--- config.mk ---
export PLATFORM = sky130hd
export DESIGN_NAME = i2c_apb_regif
export DESIGN_NICKNAME = d
export VERILOG_FILES = /design/src/rtl/i2c_apb_regif.sv
export SDC_FILE = /design/constraint.sdc
export NUM_CORES = 1
export LEC_CHECK = 0
export CELL_PAD_IN_SITES_DETAIL_PLACEMENT = 1
export CELL_PAD_IN_SITES_GLOBAL_PLACEMENT = 2
export CORE_ASPECT_RATIO = 0.7
export CORE_MARGIN = 1
export CORE_UTILIZATION = 39
export DETAILED_ROUTE_END_ITERATION = 12
export GPL_TIMING_DRIVEN = 0
export PLACE_DENSITY_LB_ADDON = 0.1
export SLEW_MARGIN = 5
export SYNTH_ARGS = -nofsm -noshare
export SYNTH_HDL_FRONTEND = slang
export SYNTH_SLANG_ARGS = --single-unit
export TNS_END_PERCENT = 100
--- constraint.sdc ---
create_clock -name clk -period 8.8 [get_ports clk]
set_clock_uncertainty 0.1 [all_clocks]
set_input_delay 2.2 -clock clk [delete_from_list [all_inputs] [get_ports clk]]
set_output_delay 2.2 -clock clk [all_outputs]
set_load 0.03 [all_outputs]
--- src/rtl/i2c_apb_regif.sv ---
// APB3 register front-end with TX/RX byte FIFOs for core_i2c.
// Optional interrupt block enabled by defining I2C_REGIF_IRQ_EN.

module i2c_apb_regif_fifo #(
  parameter int DEPTH = 8
) (
  input  logic                     clk,
  input  logic                     rst,
  input  logic                     push,
  input  logic                     pop,
  input  logic                     flush,
  input  logic [7:0]               wdata,
  output logic [7:0]               head,
  output logic                     empty,
  output logic                     full,
  output logic [$clog2(DEPTH):0]   lvl
);
  localparam int AW = $clog2(DEPTH);

  logic [7:0]    mem [DEPTH];
  logic [AW-1:0] wp, rp;
  logic          push_ok, pop_ok;

  // full/empty come from the registered level, so same-cycle ops see the old state
  assign empty   = (lvl == '0);
  assign full    = (lvl == (AW+1)'(DEPTH));
  assign push_ok = push & ~full;
  assign pop_ok  = pop & ~empty;
  assign head    = mem[rp];

  always_ff @(posedge clk) begin
    if (rst || flush) begin
      wp  <= '0;
      rp  <= '0;
      lvl <= '0;
    end else begin
      if (push_ok) wp <= wp + 1'b1;
      if (pop_ok)  rp <= rp + 1'b1;
      if (push_ok && !pop_ok)      lvl <= lvl + 1'b1;
      else if (pop_ok && !push_ok) lvl <= lvl - 1'b1;
    end
  end

  always_ff @(posedge clk) begin
    if (rst) begin
      for (int i = 0; i < DEPTH; i++) mem[i] <= '0;
    end else if (push_ok && !flush) begin
      mem[wp] <= wdata;
    end
  end
endmodule

module i2c_apb_regif #(
  parameter int DEPTH = 8
) (
  input  logic        clk,
  input  logic        rst,
  input  logic        psel,
  input  logic        penable,
  input  logic        pwrite,
  input  logic [7:0]  paddr,
  input  logic [31:0] pwdata,
  output logic [31:0] prdata,
  output logic        pready,
  output logic        pslverr,
  output logic        i_ready,
  input  logic [7:0]  status,
  output logic [7:0]  tx_apb_addr,
  output logic [7:0]  tx_apb_data_cnt,
  output logic [15:0] tx_ctrl,
  output logic        i_txff_empty,
  input  logic        i_txff_rd,
  output logic [7:0]  data_out_ff,
  output logic        i_rxff_full,
  input  logic        i_rxff_wr,
  input  logic [7:0]  data_in_ff,
  output logic        irq
);
  localparam int AW = $clog2(DEPTH);
  localparam logic [7:0] A_CTRL = 8'h00, A_ADDR = 8'h04, A_CNT  = 8'h08, A_TXD = 8'h0C,
                         A_RXD  = 8'h10, A_STAT = 8'h14, A_CMD  = 8'h18,
                         A_IMSK = 8'h1C, A_ISTAT = 8'h20;

  logic          acc, wr, rd, mapped;
  logic          tx_empty, tx_full, rx_empty, rx_full;
  logic [AW:0]   tx_lvl, rx_lvl;
  logic [7:0]    rx_head;
  logic          tx_flush, rx_flush;
  logic          tx_ovf, rx_udf, rx_ovf;
  logic          tx_push_err, rx_pop_err;
  logic [31:0]   stat_word;
  logic          unused_pwdata;

  assign acc    = psel & penable;
  assign wr     = acc & pwrite;
  assign rd     = acc & ~pwrite;
  assign pready = 1'b1;
  assign unused_pwdata = ^pwdata[31:16];

  assign tx_flush    = wr && (paddr == A_CMD) && pwdata[1];
  assign rx_flush    = wr && (paddr == A_CMD) && pwdata[2];
  assign tx_push_err = wr && (paddr == A_TXD) && tx_full;
  assign rx_pop_err  = rd && (paddr == A_RXD) && rx_empty;

  i2c_apb_regif_fifo #(.DEPTH(DEPTH)) u_txff (
    .clk(clk), .rst(rst),
    .push(wr && (paddr == A_TXD)), .pop(i_txff_rd), .flush(tx_flush),
    .wdata(pwdata[7:0]), .head(data_out_ff),
    .empty(tx_empty), .full(tx_full), .lvl(tx_lvl)
  );

  i2c_apb_regif_fifo #(.DEPTH(DEPTH)) u_rxff (
    .clk(clk), .rst(rst),
    .push(i_rxff_wr), .pop(rd && (paddr == A_RXD)), .flush(rx_flush),
    .wdata(data_in_ff), .head(rx_head),
    .empty(rx_empty), .full(rx_full), .lvl(rx_lvl)
  );

  assign i_txff_empty = tx_empty;
  assign i_rxff_full  = rx_full;
  assign stat_word = {8'(rx_lvl), 8'(tx_lvl), 1'b0, rx_ovf, rx_udf, tx_ovf,
                      rx_full, rx_empty, tx_full, tx_empty, status};

  always_ff @(posedge clk) begin
    if (rst) begin
      tx_ctrl         <= '0;
      tx_apb_addr     <= '0;
      tx_apb_data_cnt <= '0;
      i_ready         <= 1'b0;
    end else begin
      i_ready <= wr && (paddr == A_CMD) && pwdata[0];
      if (wr && paddr == A_CTRL) tx_ctrl         <= pwdata[15:0];
      if (wr && paddr == A_ADDR) tx_apb_addr     <= pwdata[7:0];
      if (wr && paddr == A_CNT)  tx_apb_data_cnt <= pwdata[7:0];
    end
  end

  // A new error event in the same cycle as its W1C keeps the flag set
  always_ff @(posedge clk) begin
    if (rst) begin
      tx_ovf <= 1'b0;
      rx_udf <= 1'b0;
      rx_ovf <= 1'b0;
    end else begin
      if (wr && paddr == A_STAT) begin
        tx_ovf <= tx_ovf & ~pwdata[12];
        rx_udf <= rx_udf & ~pwdata[13];
        rx_ovf <= rx_ovf & ~pwdata[14];
      end
      if (tx_push_err)           tx_ovf <= 1'b1;
      if (rx_pop_err)            rx_udf <= 1'b1;
      if (i_rxff_wr && rx_full)  rx_ovf <= 1'b1;
    end
  end

`ifdef I2C_REGIF_IRQ_EN
  logic [3:0] irq_mask, irq_stat, irq_cond;
  logic       done_q;

  assign irq_cond = {tx_ovf | rx_udf | rx_ovf, ~rx_empty, tx_empty, status[3] & ~done_q};

  always_ff @(posedge clk) begin
    if (rst) begin
      irq_mask <= '0;
      irq_stat <= '0;
      done_q   <= 1'b0;
      irq      <= 1'b0;
    end else begin
      done_q <= status[3];
      if (wr && paddr == A_IMSK) irq_mask <= pwdata[3:0];
      irq_stat <= (irq_stat & ~((wr && paddr == A_ISTAT) ? pwdata[3:0] : 4'h0)) | irq_cond;
      irq      <= |(irq_stat & irq_mask);
    end
  end
`else
  assign irq = 1'b0;
`endif

  always_comb begin
    mapped = 1'b0;
    case (paddr)
      A_CTRL, A_ADDR, A_CNT, A_TXD, A_RXD, A_STAT, A_CMD: mapped = 1'b1;
`ifdef I2C_REGIF_IRQ_EN
      A_IMSK, A_ISTAT: mapped = 1'b1;
`endif
      default: mapped = 1'b0;
    endcase
  end

  assign pslverr = acc & (~mapped | tx_push_err | rx_pop_err);

  always_comb begin
    prdata = '0;
    if (rd) begin
      case (paddr)
        A_CTRL:  prdata = {16'h0, tx_ctrl};
        A_ADDR:  prdata = {24'h0, tx_apb_addr};
        A_CNT:   prdata = {24'h0, tx_apb_data_cnt};
        A_RXD:   prdata = rx_empty ? 32'h0 : {24'h0, rx_head};
        A_STAT:  prdata = stat_word;
`ifdef I2C_REGIF_IRQ_EN
        A_IMSK:  prdata = {28'h0, irq_mask};
        A_ISTAT: prdata = {28'h0, irq_stat};
`endif
        default: prdata = '0;
      endcase
    end
  end
endmodule

==> results.md <==
- Status: finished clean
- Asr flop ratio synth: 0%
- Global-route usage over all layers: 24.9%
- Syn-to-layout area delta: 24.2%
- CTS clock-pin slew for the worst setup and hold paths: 0.07 ns
- Post-synthesis sequential area ratio: 55.7%
- Hold Vio Cnt, Final: 0
- Slew at the pin closest to its max-slew limit: 1.27 ns
- Commonest cells after routing, fill and taps aside: edfxtp_1 (128), nor2_1 (117), clkdlybuf4s50_1 (114)
- Synth Flop Type: edfxtp_1
- CTS Hold Bufs: 0
- Clk buf depth: 2
- Average cell area after synthesis: 12.0 µm²
- Post-synth EDFFs: 128
- Placer congestion estimate: 0.813
- Final worst slack: 1.35 ns
- MaxCap Viol Count: 0
- Hold Path Cell Cnt: 2
- Leakage: 3.97 nW
- Share of post-route cells with drive strength above 1: 13.9%
- Nets: 986
- Vias in the first global route: 6870
- CP arrival: 5.15 ns
- Hpwl dp: 21900 µm
- Tcrit/Tclk final: 84.6%
- Critical path type: in -> out
- Post-layout util: 49.8%
- Clock Latency Late Sink: 0.44 ns
- Antenna Violating Nets Remaining: 0
- CTS tree: done
- Final Setup Violations: 0
- Max rail drop VDD: 0.149 mV
- Pin count of the biggest net entering global routing: 21
- Rel. slew slack: 14.6%
- Grt total ovfl: 0
- Num rows: 46
- TritonCTS buffer count: 17
- Fin Hold WS: 0.385 ns
- Boundary Pins: 141
- Clk root buf: clkbuf_16
- Dpl ws: 1.42 ns
- Post-Syn Instances: 764
- Synth Register Bits: 190
- Setup TNS: 0 ns
- CTS resizes: 0
- CP Max Fanout: 8
- PortBufs: 114
- Chip Height: 130 µm
- Highest achievable clock rate: 134 MHz
- WL/cell: 23.4 µm
- Post-Syn Area: 9140 µm²
- Hold path startpoint: tx_ctrl[15]
- Startpoint Class: input port
- Pwr dens: 194 nW/µm²
- FF-to-FF End: u_rxff.lvl[3]
- Initial DRC count: 535
- Antenna violations before repair: 0
- RSZ-0062 raised after global routing: false
- Worst hold path class: reg -> reg
- Total wire length: 28900 µm
- Worst Path Required: 6.50 ns
- Reg-to-reg startpoint: u_rxff.lvl[0]
- Reg2reg setup slack: 5.62 ns
- Final Critical Period: 7.45 ns
- First-pass GRT wire length: 42800 µm
- Buffer count from post-CTS setup fixing: 0
- Most common cell after layout, fill and taps aside: edfxtp_1
- Vias per cell: 5.51
- DRT Pass-1 Iters: 5
- Synth warn: 0
- H-tree levels: 4
- Hold worst-path end: tx_ctrl[15]
- Core area: 22800 µm²
- Die ar.: 24100 µm²
- Reg2Reg Depth: 11
- Initial core utilization: 40.1%
- Die width: 185 µm
- Worst Setup End Kind: primary output
- Final Max Tran Viols: 0
- CTS Sinks: 190
- Yosys cell types: 59
- Remaining DRCs: 0
- Via count: 6822
## synth_stat cells (all sizes together), types with 3 or more instances
master / n / area (µm²)
nand4: 6 / 37.5
ha: 10 / 125
nor3: 11 / 92.6
and2: 72 / 450
nand3: 18 / 90.1
o21ai: 11 / 55.1
dfxtp: 62 / 1240
buf: 26 / 166
inv: 8 / 30.0
nand2b: 9 / 56.3
or2: 6 / 37.5
o22a: 4 / 35.0
clkbuf: 31 / 116
nor4: 9 / 114
a21oi: 25 / 125
a21o: 5 / 37.5
xor2: 3 / 26.3
xnor2: 8 / 70.1
mux4: 32 / 721
a22oi: 10 / 75.1
edfxtp: 128 / 3840
o22ai: 8 / 50.1
mux2i: 41 / 410
and3: 3 / 18.8
nor2b: 3 / 18.8
or4b: 3 / 33.8
or4: 3 / 22.5
mux2: 8 / 90.1
nand2: 53 / 199
nor2: 117 / 439
nor4b: 4 / 53.8
## stage by stage
stage | cell area, µm² | power, mW | cells
after floorplan | 9170 | 1.30 | 772
after global placement | 10700 | 1.42 | 1198
after detailed placement | 10800 | 1.45 | 1204
after CTS | 11300 | 2.22 | 1236
after global routing | 11300 | 2.29 | 1236
final | 11300 | 2.20 | 1237
## per-layer routing
metal / wire length [µm] / up-vias / global-route usage, %
met4: 200 / 0 / 5.59
met1: 14400 / 3523 / 38.3
li1: - / 3050 / -
met5: 0 / - / 0
met3: 1990 / 19 / 4.74
met2: 12300 / 230 / 36.1
## cell families after synthesis
kind of cell / count (synthesis) / share of synthesized area (%)
mux: 81 / 13.4
other cells: 2 / 0.0822
compound gates: 75 / 5.26
flops: 190 / 55.7
simple gates: 328 / 19.4
buf+inv: 65 / 3.42
fa+ha+maj: 12 / 1.81
xor+xnor: 11 / 1.05
## cell type report
cell class	count	area, µm²
Buffer	57	283
Clock buffer	17	425
Timing Repair Buffer	120	1190
Antenna cell	1	2.50
Fill cell	2438	11400
Sequential cell	190	5080
Tap cell	312	390
Multi-Input combinational cell	517	3780
Clock inverter	15	156
Inverter	8	30.0
## critical path: stages
cell	delay, ns
clkdlybuf4s50_1	0.55
or4_1	0.64
nor2_1	0.19
nand4b_1	0.41
o22ai_1	0.41
clkdlybuf4s50_1	0.74
## flip-flops by register name, indices dropped and copies added (netlist names), named ones only
| signal | count |
|---|---|
| tx_ctrl | 16 |
| tx_apb_data_cnt | 8 |
| u_rxff.wp | 3 |
| u_txff.lvl | 4 |
| rx_ovf | 1 |
| u_txff.wp | 3 |
| tx_apb_addr | 8 |
| u_txff.mem | 64 |
| tx_ovf | 1 |
| u_rxff.lvl | 4 |
| u_txff.rp | 3 |
| rx_udf | 1 |
| u_rxff.mem | 64 |
| u_rxff.rp | 3 |
| i_ready | 1 |
## how the worst max path moves through the flow
stage	from	end	cells after the start
6_report	paddr[2]	prdata[6]	6
3_5_place_dp	paddr[1]	prdata[6]	6
2_1_floorplan	paddr[4]	prdata[9]	5
5_1_grt	paddr[1]	prdata[6]	6
3_3_place_gp	paddr[2]	prdata[6]	6
4_1_cts	paddr[2]	prdata[6]	6
## report_power, final
group | total, mW | internal (mW) | switching, mW
clock | 0.780 | 0.383 | 0.397
combinational | 0.384 | 0.164 | 0.221
sequential | 1.04 | 1.00 | 0.0382
Note: power is estimated with default switching activity, not from simulation.
